`config.mk`:
```
export PLATFORM = sky130hd
export DESIGN_NAME = wb_stage
export DESIGN_NICKNAME = d
export VERILOG_FILES = /design/src/rtl/rv_pkg.sv /design/src/rtl/regfile.sv /design/src/rtl/wb_stage.sv
export SDC_FILE = /design/constraint.sdc
export NUM_CORES = 2
export LEC_CHECK = 0
export CORE_MARGIN = 4
export CORE_UTILIZATION = 35
export CTS_BUF_LIST = sky130_fd_sc_hd__clkbuf_16
export CTS_CLUSTER_SIZE = 14
export DETAILED_ROUTE_END_ITERATION = 10
export PLACE_DENSITY = 0.55
export SLEW_MARGIN = 20
export SYNTH_ARGS = -nofsm -noshare
export SYNTH_HDL_FRONTEND = slang
export SYNTH_SLANG_ARGS = --single-unit
```
`constraint.sdc`:
```
create_clock -name clk -period 10.57 [get_ports clk]
set_input_delay 3.171 -clock clk [delete_from_list [all_inputs] [get_ports clk]]
set_output_delay 3.171 -clock clk [all_outputs]
set_load 0.02 [all_outputs]
```
`src/rtl/rv_pkg.sv`:
```
// Shared RV32I pipeline encodings used by the memory and writeback stages.
package rv_pkg;

  typedef enum logic [1:0] {
    WB_MEM = 2'b00,
    WB_ALU = 2'b01,
    WB_PC4 = 2'b10
  } wb_sel_t;

  typedef enum logic [1:0] {
    SEC_BYTE = 2'b00,
    SEC_HALF = 2'b01,
    SEC_WORD = 2'b10
  } data_sec_t;

  localparam logic [4:0] REG_X0 = 5'd0;

endpackage

```
`src/rtl/regfile.sv`:
```
// Integer register file: one synchronous write port, two combinational read
// ports with write-through bypass, x0 hardwired to zero.
module regfile
  import rv_pkg::*;
#(
  parameter int unsigned NREG = 32,
  parameter int unsigned XLEN = 32
) (
  input  logic            clk,
  input  logic            rst,
  input  logic            we_i,
  input  logic [4:0]      waddr_i,
  input  logic [XLEN-1:0] wdata_i,
  input  logic [4:0]      rs1_addr_i,
  input  logic [4:0]      rs2_addr_i,
  output logic [XLEN-1:0] rs1_data_o,
  output logic [XLEN-1:0] rs2_data_o
);

  logic [XLEN-1:0] mem_q [NREG];
  logic [XLEN-1:0] mem_d [NREG];

  always_comb begin
    for (int i = 0; i < NREG; i++) begin
      mem_d[i] = mem_q[i];
    end
    if (we_i && (waddr_i != REG_X0)) begin
      mem_d[waddr_i] = wdata_i;
    end
  end

  always_ff @(posedge clk) begin
    if (rst) begin
      for (int i = 0; i < NREG; i++) begin
        mem_q[i] <= '0;
      end
    end else begin
      for (int i = 0; i < NREG; i++) begin
        mem_q[i] <= mem_d[i];
      end
    end
  end

  // Bypass lets decode see a value in the same cycle it is being written.
  always_comb begin
    rs1_data_o = mem_q[rs1_addr_i];
    if (rs1_addr_i == REG_X0) begin
      rs1_data_o = '0;
    end else if (we_i && (rs1_addr_i == waddr_i)) begin
      rs1_data_o = wdata_i;
    end
  end

  always_comb begin
    rs2_data_o = mem_q[rs2_addr_i];
    if (rs2_addr_i == REG_X0) begin
      rs2_data_o = '0;
    end else if (we_i && (rs2_addr_i == waddr_i)) begin
      rs2_data_o = wdata_i;
    end
  end

endmodule

```
`src/rtl/wb_stage.sv`:
```
// Writeback stage: aligns control with the memory stage outputs, formats
// loads, selects the writeback source and drives the register file.
module wb_stage
  import rv_pkg::*;
#(
  parameter int unsigned NREG = 32,
  parameter int unsigned XLEN = 32
) (
  input  logic            clk,
  input  logic            rst,
  input  logic            flush_i,
  input  logic            regWEn_i,
  input  logic [4:0]      rd_i,
  input  logic [1:0]      wbSel_i,
  input  logic [1:0]      dataSec_i,
  input  logic            ldUnsigned_i,
  input  logic [XLEN-1:0] pc4_i,
  input  logic [XLEN-1:0] mem_data_i,
  input  logic [XLEN-1:0] alu_i,
  input  logic [4:0]      rs1_addr_i,
  input  logic [4:0]      rs2_addr_i,
  output logic [XLEN-1:0] rs1_data_o,
  output logic [XLEN-1:0] rs2_data_o,
  output logic            wb_valid_o,
  output logic [4:0]      wb_rd_o,
  output logic [XLEN-1:0] wb_data_o
);

  logic            valid_q, valid_d;
  logic [4:0]      rd_q, rd_d;
  logic [1:0]      wb_sel_q, wb_sel_d;
  logic [1:0]      data_sec_q, data_sec_d;
  logic            ld_unsigned_q, ld_unsigned_d;
  logic [XLEN-1:0] pc4_q, pc4_d;

  logic            ext;
  logic [XLEN-1:0] load_data;

  always_comb begin
    valid_d       = regWEn_i & ~flush_i;
    rd_d          = rd_i;
    wb_sel_d      = wbSel_i;
    data_sec_d    = dataSec_i;
    ld_unsigned_d = ldUnsigned_i;
    pc4_d         = pc4_i;
  end

  // Reset values select ALU/word so the stage is inert while memory resets.
  always_ff @(posedge clk) begin
    if (rst) begin
      valid_q       <= 1'b0;
      rd_q          <= REG_X0;
      wb_sel_q      <= WB_ALU;
      data_sec_q    <= SEC_WORD;
      ld_unsigned_q <= 1'b0;
      pc4_q         <= '0;
    end else begin
      valid_q       <= valid_d;
      rd_q          <= rd_d;
      wb_sel_q      <= wb_sel_d;
      data_sec_q    <= data_sec_d;
      ld_unsigned_q <= ld_unsigned_d;
      pc4_q         <= pc4_d;
    end
  end

  always_comb begin
    ext       = 1'b0;
    load_data = mem_data_i;
    case (data_sec_q)
      SEC_BYTE: begin
        ext       = ~ld_unsigned_q & mem_data_i[7];
        load_data = {{(XLEN-8){ext}}, mem_data_i[7:0]};
      end
      SEC_HALF: begin
        ext       = ~ld_unsigned_q & mem_data_i[15];
        load_data = {{(XLEN-16){ext}}, mem_data_i[15:0]};
      end
      default: load_data = mem_data_i;
    endcase
  end

  always_comb begin
    case (wb_sel_q)
      WB_MEM:  wb_data_o = load_data;
      WB_PC4:  wb_data_o = pc4_q;
      default: wb_data_o = alu_i;
    endcase
  end

  assign wb_valid_o = valid_q & (rd_q != REG_X0);
  assign wb_rd_o    = rd_q;

  regfile #(
    .NREG (NREG),
    .XLEN (XLEN)
  ) u_regfile (
    .clk        (clk),
    .rst        (rst),
    .we_i       (wb_valid_o),
    .waddr_i    (wb_rd_o),
    .wdata_i    (wb_data_o),
    .rs1_addr_i (rs1_addr_i),
    .rs2_addr_i (rs2_addr_i),
    .rs1_data_o (rs1_data_o),
    .rs2_data_o (rs2_data_o)
  );

endmodule

```
Yosys cells after proc, flatten, opt, wreduce, memory -nomap -nowiden
Memories as Yosys holds them, arrays and structs flattened.
Cells that the tools add are included.
{"block": "op_classes", "order_cmp": 2, "eq_ne": 4, "muxes": 45, "n_bitwise": 39, "n_reduce_logical": 9}
{"operator": "$mux 32", "count": 37}
{"operator": "$bwmux 1024", "count": 1}
{"operator": "$mux 1024", "count": 1}
{"operator": "$demux 32 s5", "count": 1}
{"operator": "$pmux 32 s2", "count": 2}
{"operator": "$or 1x1->1", "count": 32}
{"operator": "$eq 5x5->1", "count": 2}
{"operator": "$logic_not 5->1", "count": 2}
{"operator": "$ge 6x6->1 const B", "count": 1}
{"operator": "$lt 6x1->1 const B", "count": 1}
{"operator": "$not 5->6", "count": 1}
{"operator": "$reduce_bool 5->1", "count": 1}
{"operator": "$and 1x1->1", "count": 4}
{"operator": "$logic_and 1x1->1", "count": 4}
{"operator": "$logic_not 2->1", "count": 2}
{"operator": "$mux 1", "count": 3}
{"operator": "$eq 2x1->1 const B", "count": 1}
{"operator": "$eq 2x2->1 const B", "count": 1}
{"operator": "$not 1->1", "count": 2}
{"block": "totals", "register_bits": 43, "mem_bits_rw": 1024, "wordCells": 106, "memories": 1}
{"memory": "u_regfile.mem_q", "depth": 32, "width": 32, "read_ports": 34, "rd_ports_with_merged_regs": 0, "write_ports": 32, "line": "regfile.sv:20", "source": "logic [XLEN-1:0] mem_q [NREG];"}

Longest topological paths before layout
{"block": "depth", "depth_word": 8, "depth_mapped": 10, "depth_no_buf": 5}

Hierarchy
From an unflattened synthesis, not the netlist that was laid out.
{"block": "hier_totals", "hier_cells": 6231, "area_unflattened_um2": 54609.9}
{"mod": "regfile", "n_inst": 1, "cells_each": 6035, "area_per_inst_um2": 52660.5, "seq_area_each_um2": 20499.7}
{"mod": "wb_stage", "n_inst": 1, "cells_each": 196, "area_per_inst_um2": 1949.4, "seq_area_each_um2": 860.8}

Worst setup path before layout
Ideal clock, no wire load.
{"block": "synth_path", "path_kind": "input-to-output", "startpoint": "in rs1_addr_i[0]", "endpoint": "out rs1_data_o[7]", "arrival_ns": 5.032, "path_slack_ns": 2.367, "stages": 9, "path_cell_list": "buf_4 -> buf_6 -> buf_6 -> buf_4 -> buf_4 -> nand4_1 -> a31oi_1 -> or4_1 -> o21ai_0"}
{"block": "synth_between", "elab_chain_len": 4, "word_cells_on_any_way": 6}
{"item": "from (decl)", "line": "wb_stage.sv:20", "source": "input logic [4:0] rs1_addr_i,"}
{"item": "branches (longest 3 deep; another with $mem_v2 32x32)"}
{"item": "$mux 32 *", "line": "regfile.sv:47", "source": "if (rs1_addr_i == REG_X0) begin"}
{"item": "to (decl)", "line": "wb_stage.sv:22", "source": "output logic [XLEN-1:0] rs1_data_o,"}
Every way passes the cells marked *.

Final worst setup path
{"block": "layout_path", "startpoint": "in rs2_addr_i[3]", "endpoint": "out rs2_data_o[16]"}
{"block": "layout_between", "elab_chain_len": 4, "word_cells_on_any_way": 6}
{"item": "from (decl)", "line": "wb_stage.sv:21", "source": "input logic [4:0] rs2_addr_i,"}
{"item": "branches (longest 3 deep; another with $mem_v2 32x32)"}
{"item": "$mux 32 *", "line": "regfile.sv:56", "source": "if (rs2_addr_i == REG_X0) begin"}
{"item": "to (decl)", "line": "wb_stage.sv:23", "source": "output logic [XLEN-1:0] rs2_data_o,"}
Marks and branches as above.

==> impl_metrics.yaml <==
clock_tree:
  clk_latency_ps: 780
  clk_path_buf_depth: 3
  cts_tree: "done"
  cts.htree.levels: 4
  cts_setup_buffers: 0
  hold_buffers: 0
  cts-root-buf: "clkbuf_16"
  cts_made_buffers: 131
  clock-sinks: 1067
  clkSlewWorstSetupHoldPaths_ps: 50
  cts_resized: 0
placement:
  port-buffer-count: 221
  dp_hpwl_mm: 144
  gp_congestion: 0.957
  place_ws_ps: 718
die:
  core_mm2: 0.157
  io_pins: 222
  dieArea_mm2: 0.165
  die_y_um: 406
  core.rowCount: 145
  die_w_um: 406
  start_util: 0.353
routing:
  ant_nets: 0
  wl_mm: 226
  drt_iter0_drc: 6828
  viasPerCell: 5.94
  routedWlPerCell_um: 26.3
  dr.pass1.iters: 7
  num_vias: 50871
  drc: 0
power_and_ir_drop:
  finalPower_mw: 9.70
  p_per_area_mw_per_mm2: 153
  leakage_nw: 21.4
  ir_drop_mv: 0.168
global_routing:
  grt_usage: 0.265
  antenna_found_initial: 7
  gr-total-overflow: 0
  grt_pass1_wl_mm: 326
  grt_start_max_net_pins: 206
  grt_pass1_vias: 47456
sta:
  post-route-period-util: 0.953
  slew_headroom: 0.173
  rsz0062_at_grt: "no"
  worstMarginPinSlew_ps: 1240
  fin_crit_ps: 10070
  holdWs_ps: 464
  max_freq_mhz: 99.3
  maxSlewViolCount: 0
  hold_violations: 0
  setup_ws_ps: 499
  setup_tns_ps: 0
  setup_viol: 0
  clock_skew_ps: 43.8
critical_path:
  slowest_delay_ps: 1060
  end_kind: "output port"
  r2r-end: "u_regfile.mem_q[1][6]$_SDFFE_PP0P_"
  cp-startpoint: "rs2_addr_i[3]"
  endpoint: "rs2_data_o[16]"
  crit_type: "in2out"
  critical-path-top-delay-family: "compound AO/OA/AOI/OAI gates"
  critical_path_buf_inv_count: 3
  crit_slowest_cell: "a211oi_1"
  path_cells: "buf_2 -> buf_4 -> xnor2_1 -> and4_1 -> and2_2 -> a211oi_1 -> a221o_1 -> clkdlybuf4s50_1"
  reg2regPathDepth: 5
  worstSetupPathDepth: 8
  critPathMaxFanout: 39
  startpoint_type: "input pin"
  r2r_slack_ps: 7260
  crit_required_ps: 7400
  arrival_ps: 6900
  rr_startpoint: "wb_rd_o[0]$_SDFF_PP0_"
synth:
  syn_nets: 6639
  synth.top_cell.area_share: 0.386
  synth_most_common_cell: "nand2_1"
  syn_inst: 6519
  yosysUniqueCellTypes: 60
  syn_avg_cell_area_um2: 8.49
  synth_edf_count: 0
  ys.flop_type: "dfxtp_1"
  ys_ff_latch: 1067
  synth_top_area_cell: "dfxtp_1"
  synth_commonest_cells: "1667 x nand2_1, 1067 x dfxtp_1, 1022 x a21oi_1"
  synth-seq-area-share: 0.386
  yosysWarnings: 0
  synthTopCellsByArea: "dfxtp_1 39%, mux4_2 13%, nand2_1 11%"
  async_flop_share: 0
  netlist_area_mm2: 0.0554
status:
  status: "finished clean"
worst_hold_path:
  min_path_type: "reg2reg"
finish:
  multi_input_area_mm2: 0.0311
  syn_to_final_growth_pct: 14.5
  final_nets: 6513
  fillers: 15649
  seqCellArea_mm2: 0.0214
  drive_gt1_frac: 0.137
run:
  drv_cap: 0
[worst min path at each step]
stage | startpoint | endpoint | slack [ps] | cells past startpoint
2_1_floorplan | u_regfile.mem_q[5][7]$_SDFFE_PP0P_ | u_regfile.mem_q[5][7]$_SDFFE_PP0P_ | 440 | 2
3_3_place_gp | u_regfile.mem_q[6][6]$_SDFFE_PP0P_ | u_regfile.mem_q[6][6]$_SDFFE_PP0P_ | 450 | 2
3_5_place_dp | u_regfile.mem_q[31][6]$_SDFFE_PP0P_ | u_regfile.mem_q[31][6]$_SDFFE_PP0P_ | 460 | 2
4_1_cts | u_regfile.mem_q[1][24]$_SDFFE_PP0P_ | u_regfile.mem_q[1][24]$_SDFFE_PP0P_ | 460 | 2
5_1_grt | u_regfile.mem_q[15][25]$_SDFFE_PP0P_ | u_regfile.mem_q[15][25]$_SDFFE_PP0P_ | 480 | 2
6_report | u_regfile.mem_q[1][26]$_SDFFE_PP0P_ | u_regfile.mem_q[1][26]$_SDFFE_PP0P_ | 460 | 2
[routing by layer]
metal,part of all wire,global-route usage,vias up
li1,-,-,22638
met1,0.42,0.369,24888
met2,0.43,0.393,2856
met3,0.11,0.0707,489
met4,0.036,0.0973,0
met5,0,0,-
[sequential cells by signal (all words and copies together), names as in the netlist]
register,count
u_regfile.mem_q,1024
pc4_q,32
wb_rd_o,5
data_sec_q,2
wb_sel_q,2
ld_unsigned_q,1
valid_q,1
[worst register-to-register path, stage by stage, from the launching register on]
cell	delay, ps
dfxtp_1	780
nand3b_1	830
nor2_2	840
buf_4	490
nand2_1	130
a21oi_1	160
[power breakdown]
| part | internal, mW | leakage [nW] | total [mW] | switching, mW |
|---|---|---|---|---|
| Sequential | 4.04 | 8.60 | 4.06 | 0.0170 |
| Combinational | 0.351 | 10.6 | 1.07 | 0.718 |
| Clock | 2.64 | 2.20 | 4.58 | 1.94 |
| Total | 7.03 | 21.4 | 9.70 | 2.67 |
[layout make-up]
cell class	instances	area share
repair buffers	415	0.0627
diodes	5	0.000197
inverters	14	0.000829
multi-input cells	4764	0.491
clock buffers	134	0.0529
flip-flops and latches	1067	0.337
clock inverters	102	0.0150
well taps	2058	0.0406
[cells in the final DEF, fill, tap and decap left out, drive strengths merged, types with 16 or more instances in the layout]
cell,instances
mux4,326
nor2b,94
o22a,27
dfxtp,1067
buf,207
nand2b,45
a221o,67
a2111oi,26
nand3b,18
nand2,1667
nor3,31
mux2,50
a21oi,1022
clkdlybuf4s50,208
o31a,16
mux2i,287
clkinv,56
a211oi,23
a221oi,77
nor2,561
inv,45
a22oi,38
clkbuf,134
or3,20
o221ai,51
a211o,20
o21ai,94
o22ai,68
[cells by family after synthesis]
family | share of synthesized area
AND/OR/NAND/NOR | 0.183
AO/OA/AOI/OAI | 0.175
flip-flops | 0.386
buffers and inverters | 0.0601
multiplexers | 0.195
XOR/XNOR | 0.00158
[stage by stage]
stage | cells | cell area (um^2) | util
floorplan | 6519 | 55400 | -
global placement | 8318 | 59100 | 0.377
detailed placement | 8318 | 59100 | 0.377
CTS | 8554 | 63400 | 0.404
global route | 8555 | 63400 | 0.404
finish | 8559 | 63400 | 0.405
(Power assumes the default switching activity.)
